[src/rtl/tomasulo_pkg.sv]
// Shared ROB parameters, opcode encodings and the entry record.
package tomasulo_pkg;

  localparam int DEPTH  = 8;
  localparam int TAG_W  = 3;
  localparam int DATA_W = 16;
  localparam int REG_W  = 4;
  localparam int FUNC_W = 4;

  typedef enum logic [FUNC_W-1:0] {
    ADD = 4'b0000,
    SUB = 4'b0001,
    MUL = 4'b0010,
    DIV = 4'b0011
  } func_e;

  typedef struct packed {
    logic              busy;
    logic              ready;
    logic [FUNC_W-1:0] func;
    logic [REG_W-1:0]  rd;
    logic [DATA_W-1:0] data;
  } rob_entry_t;

endpackage

[src/rtl/rob_ptr.sv]
// Circular-buffer pointer with an extra wrap bit; clr takes priority over inc.
module rob_ptr #(
  parameter int W = 3
) (
  input  logic         clk1,
  input  logic         rst_n,
  input  logic         inc,
  input  logic         clr,
  output logic [W:0]   ptr
);

  always_ff @(posedge clk1 or negedge rst_n) begin
    if (!rst_n) begin
      ptr <= '0;
    end else if (clr) begin
      ptr <= '0;
    end else if (inc) begin
      ptr <= ptr + 1'b1;
    end
  end

endmodule

[src/rtl/rob_commit.sv]
// Reorder buffer: allocate at tail, mark ready from the CDB, retire in order from head.
module rob_commit
  import tomasulo_pkg::*;
(
  input  logic              clk1,
  input  logic              rst_n,
  input  logic              alloc_valid,
  input  logic [FUNC_W-1:0] alloc_func,
  input  logic [REG_W-1:0]  alloc_rd,
  output logic              alloc_ready,
  output logic [TAG_W-1:0]  alloc_tag,
  input  logic              cdb_valid,
  input  logic [TAG_W-1:0]  cdb_tag,
  input  logic [DATA_W-1:0] cdb_data,
  input  logic              flush,
  output logic              commit_valid,
  output logic [REG_W-1:0]  commit_rd,
  output logic [DATA_W-1:0] commit_data,
  output logic [TAG_W-1:0]  commit_tag,
  output logic [FUNC_W-1:0] commit_func,
  output logic [TAG_W:0]    count,
  output logic              empty,
  output logic              full
);

  rob_entry_t         entries [DEPTH];
  logic [DEPTH-1:0]   busy_vec;
  logic [DEPTH-1:0]   ready_vec;
  logic [TAG_W:0]     head;
  logic [TAG_W:0]     tail;
  logic [TAG_W-1:0]   head_idx;
  logic [TAG_W-1:0]   tail_idx;
  logic               do_alloc;
  logic               do_commit;
  logic               cdb_hit;

  genvar gi;
  generate
    for (gi = 0; gi < DEPTH; gi++) begin : g_flags
      assign busy_vec[gi]  = entries[gi].busy;
      assign ready_vec[gi] = entries[gi].ready;
    end
  endgenerate

  assign head_idx = head[TAG_W-1:0];
  assign tail_idx = tail[TAG_W-1:0];

  assign empty       = (head == tail);
  assign full        = (head_idx == tail_idx) && (head[TAG_W] != tail[TAG_W]);
  assign count       = tail - head;
  assign alloc_ready = !full;
  assign alloc_tag   = tail_idx;

  // Flush squashes every same-edge action, so it gates all three.
  assign do_alloc  = alloc_valid && !full && !flush;
  assign do_commit = !empty && busy_vec[head_idx] && ready_vec[head_idx] && !flush;
  assign cdb_hit   = cdb_valid && busy_vec[cdb_tag] && !flush;

  rob_ptr #(.W(TAG_W)) u_head (
    .clk1  (clk1),
    .rst_n (rst_n),
    .inc   (do_commit),
    .clr   (flush),
    .ptr   (head)
  );

  rob_ptr #(.W(TAG_W)) u_tail (
    .clk1  (clk1),
    .rst_n (rst_n),
    .inc   (do_alloc),
    .clr   (flush),
    .ptr   (tail)
  );

  // Alloc and commit never target the same slot: that would need the ROB
  // to be both empty and full. Alloc beats a CDB aimed at the new slot.
  always_ff @(posedge clk1 or negedge rst_n) begin
    if (!rst_n) begin
      for (int i = 0; i < DEPTH; i++) begin
        entries[i] <= '0;
      end
    end else if (flush) begin
      for (int i = 0; i < DEPTH; i++) begin
        entries[i].busy  <= 1'b0;
        entries[i].ready <= 1'b0;
      end
    end else begin
      for (int i = 0; i < DEPTH; i++) begin
        if (do_alloc && (tail_idx == TAG_W'(i))) begin
          entries[i].busy  <= 1'b1;
          entries[i].ready <= 1'b0;
          entries[i].func  <= alloc_func;
          entries[i].rd    <= alloc_rd;
          entries[i].data  <= '0;
        end else if (cdb_hit && (cdb_tag == TAG_W'(i))) begin
          entries[i].ready <= 1'b1;
          entries[i].data  <= cdb_data;
        end
      end
      if (do_commit) begin
        entries[head_idx].busy <= 1'b0;
      end
    end
  end

  always_ff @(posedge clk1 or negedge rst_n) begin
    if (!rst_n) begin
      commit_valid <= 1'b0;
      commit_rd    <= '0;
      commit_data  <= '0;
      commit_tag   <= '0;
      commit_func  <= '0;
    end else if (do_commit) begin
      commit_valid <= 1'b1;
      commit_rd    <= entries[head_idx].rd;
      commit_data  <= entries[head_idx].data;
      commit_tag   <= head_idx;
      commit_func  <= entries[head_idx].func;
    end else begin
      commit_valid <= 1'b0;
    end
  end

endmodule

[config.mk]
export PLATFORM = sky130hd
export DESIGN_NAME = rob_commit
export DESIGN_NICKNAME = d
export VERILOG_FILES = /design/src/rtl/tomasulo_pkg.sv /design/src/rtl/rob_ptr.sv /design/src/rtl/rob_commit.sv
export SDC_FILE = /design/constraint.sdc
export NUM_CORES = 1
export LEC_CHECK = 0
export CAP_MARGIN = 20
export CORE_ASPECT_RATIO = 1.1
export CORE_MARGIN = 2
export CORE_UTILIZATION = 45
export CTS_BUF_LIST = sky130_fd_sc_hd__clkbuf_8
export DETAILED_ROUTE_END_ITERATION = 8
export GPL_ROUTABILITY_DRIVEN = 0
export GPL_TIMING_DRIVEN = 0
export PLACE_DENSITY = 0.74
export SYNTH_ARGS = -nofsm -noshare
export SYNTH_HDL_FRONTEND = slang
export SYNTH_SLANG_ARGS = --single-unit
[constraint.sdc]
create_clock -name clk1 -period 3.2 [get_ports clk1]
set_clock_uncertainty 0.15 [all_clocks]
set_input_delay 0.64 -clock clk1 [delete_from_list [all_inputs] [get_ports clk1]]
set_output_delay 0.64 -clock clk1 [all_outputs]
set_load 0.01 [all_outputs]
==> impl_metrics.json <==
{
  "placed_cells_incl_taps": 1182,
  "io_buffers": 53,
  "die-area_um2": 25800,
  "grt_pass1_vias": 7850,
  "synth-seq-area-share_pct": 55.4,
  "final_cells": 1258,
  "syn_area_um2": 11000,
  "drtPass1Iterations": 5,
  "drive_gt1_share_pct": 29.0,
  "powerDensity_nw_per_um2": 532,
  "synth-seq-cells": 244,
  "core-area_um2": 24200,
  "synth.distinct_cells": 50,
  "num_rows": 60,
  "tritoncts": "yes",
  "synth.avg_cell_area_um2": 13.5,
  "synth_nets": 861,
  "routed_wl_um": 28100,
  "dr.first_iter.drc_count": 709,
  "p_leak_nw": 6.01,
  "slew_headroom_pct": 38.1,
  "cts_root_buf": "clkbuf_8",
  "drv_cap": 0,
  "cp-start-kind": "register",
  "dp_hpwl_um": 18100,
  "insertion_delay_ps": 540,
  "finalMaxSlewViolations": 0,
  "fmaxAchievable_ghz": 0.322,
  "cts_buffers": 41,
  "final.setup.tns_ps": 0,
  "worst_pin_slew_ps": 929,
  "utilization_pct": 53.9,
  "crit_arrival_ps": 2320,
  "num_io_pins": 70,
  "setup_viol": 0,
  "die_height_um": 168,
  "hold_path_class": "in2async",
  "synth_edf_count": 0,
  "period_needed_ps": 3110,
  "grt_usage_pct": 21.6,
  "antenna_found_initial": 1,
  "async_reset_ff_share_pct": 100,
  "numClockSinks": 244,
  "status": "finished clean",
  "syn_to_final_growth_pct": 18.4,
  "crit_fanout": 6,
  "nets": 961,
  "ctsHoldBuffers": 0,
  "route.detailed.drc": 0,
  "synthCells": 818,
  "avgRoutedWirePerCell_um": 22.3,
  "timing_worst_setup_path_type": "reg2out",
  "initial_core_util_pct": 45.5,
  "hold_viol": 0,
  "clk_path_buf_depth": 3,
  "die_w_um": 153,
  "crit_path_end_kind": "output pin",
  "fin_crit_sh_pct": 97.1,
  "ir_drop_mv": 0.307,
  "antenna_left": 0,
  "power_mw": 6.95,
  "yosysWarnings": 0,
  "rsz0062_at_grt": "false",
  "path_clk_slew_ps": 60,
  "yosys_most_used_dff": "dfrtp_1",
  "grt_pass1_wl_um": 44100,
  "required_ps": 2410,
  "grt_start_max_net_pins": 128,
  "gr-total-overflow": 0,
  "dr_total_vias": 7624,
  "cts-htree-levels": 2,
  "vias_per_cell": 6.06
}
==> routing by layer <==
metal	vias up	wire length, um	track usage [%]
met5	-	0	0
met1	3944	11500	29.2
met2	333	13600	34.1
met4	0	1110	10.4
met3	84	1850	3.91
li1	3263	-	-
==> where the power goes <==
group,switching [mW],internal (mW)
sequential,0.125,3.33
combinational,0.326,0.372
clock,1.27,1.53
total,1.72,5.23
==> placed cells by master, fill, tap and decap left out, drive strengths merged, types with 10 or more instances in the layout <==
master         instances
a21oi                 15
a22o                 128
buf                   50
clkbuf                86
clkdlybuf4s50         47
dfrtp                244
ha                    10
inv                   29
mux2                  95
mux4                  48
nand2                 82
nor2                  15
==> worst max-delay path: stages, from the launching register on <==
cell and delay, ps:
dfrtp_2 430, inv_1 100, ha_1 240, fa_1 430, inv_1 60, clkdlybuf4s50_1 530
==> logic make-up (layout without fill, tap and decap cells) <==
kind of cell | Yosys count | count (layout) | share of synthesized area, %
buffers and inverters | 96 | 224 | 3.70
and+or+nand+nor | 135 | 135 | 5.73
xor gates and xnor gates | 6 | 6 | 0.544
adders and majority gates | 11 | 11 | 1.32
DFF | 244 | 244 | 55.4
muxes | 146 | 146 | 19.8
AOI/OAI and AO/OA | 180 | 180 | 13.6
other | 0 | 2 | 0
==> per-stage QoR <==
step	hold slack (ps)	setup WS, ps	area (um^2)
final	57.6	94.3	13100
after detailed placement	328	-1160	12000
after floorplan	194	72.7	11000
after CTS	89.3	-56.2	12900
after global routing	118	11.1	13100
after global placement	322	-9010	12000
==> what timing repair did <==
item	in CTS	in global routing
buffers inserted	2	5
pin swaps	2	2
hold endpoints to repair	0	0
gates resized for setup	41	28
setup endpoints to repair	246	106
==> final timing paths <==
kind                                             start                          end  slack, ps  cells past startpoint
max                          u_tail.ptr[0]$_DFFE_PN0P_                     count[1]         90                      5
min                                              rst_n   commit_data[3]$_DFFE_PN0N_         60                      1
max reg2reg                  u_head.ptr[2]$_DFFE_PN0P_     entries[117]$_DFFE_PN0N_        100                      9
min reg2reg                commit_data[11]$_DFFE_PN0N_  commit_data[11]$_DFFE_PN0N_        330                      1
max in group asynchronous                        rst_n   asynchronous set/reset pin       1640                      2
min in group clk1          commit_data[11]$_DFFE_PN0N_  commit_data[11]$_DFFE_PN0N_        330                      1
==> cells in the mapped netlist, drive strengths merged, types with 2 or more instances <==
cell | instances | area, um^2
nand4 | 5 | 31.3
a221oi | 6 | 52.6
a211oi | 9 | 77.6
mux4 | 48 | 1080
clkinv | 2 | 7.51
ha | 10 | 125
nand3 | 8 | 50.1
buf | 42 | 205
and2 | 4 | 25.0
a22o | 128 | 1120
mux2i | 3 | 30.0
a311oi | 4 | 35.0
a21oi | 15 | 75.1
nor2 | 15 | 56.3
dfrtp | 244 | 6110
mux2 | 95 | 1070
inv | 19 | 71.3
nor3b | 2 | 20.0
nand4b | 2 | 17.5
xnor2 | 4 | 35.0
a31oi | 7 | 43.8
nor3 | 2 | 10.0
nor4b | 2 | 17.5
a21o | 3 | 22.5
nor2b | 7 | 43.8
o22ai | 2 | 12.5
nand2 | 82 | 308
clkbuf | 33 | 124
xor2 | 2 | 25.0
==> final cells by class <==
| cell class | instances | area, um^2 |
|---|---|---|
| tap | 310 | 388 |
| clock buffer | 55 | 757 |
| fill | 2016 | 11200 |
| inverter | 21 | 83.8 |
| sequential | 244 | 6110 |
| timing repair buffer | 61 | 606 |
| multi-input combinational | 478 | 4670 |
| clock inverter | 16 | 72.6 |
| antenna | 2 | 5.00 |
| buffer | 71 | 378 |
Note: power is estimated with default switching activity, not from simulation.
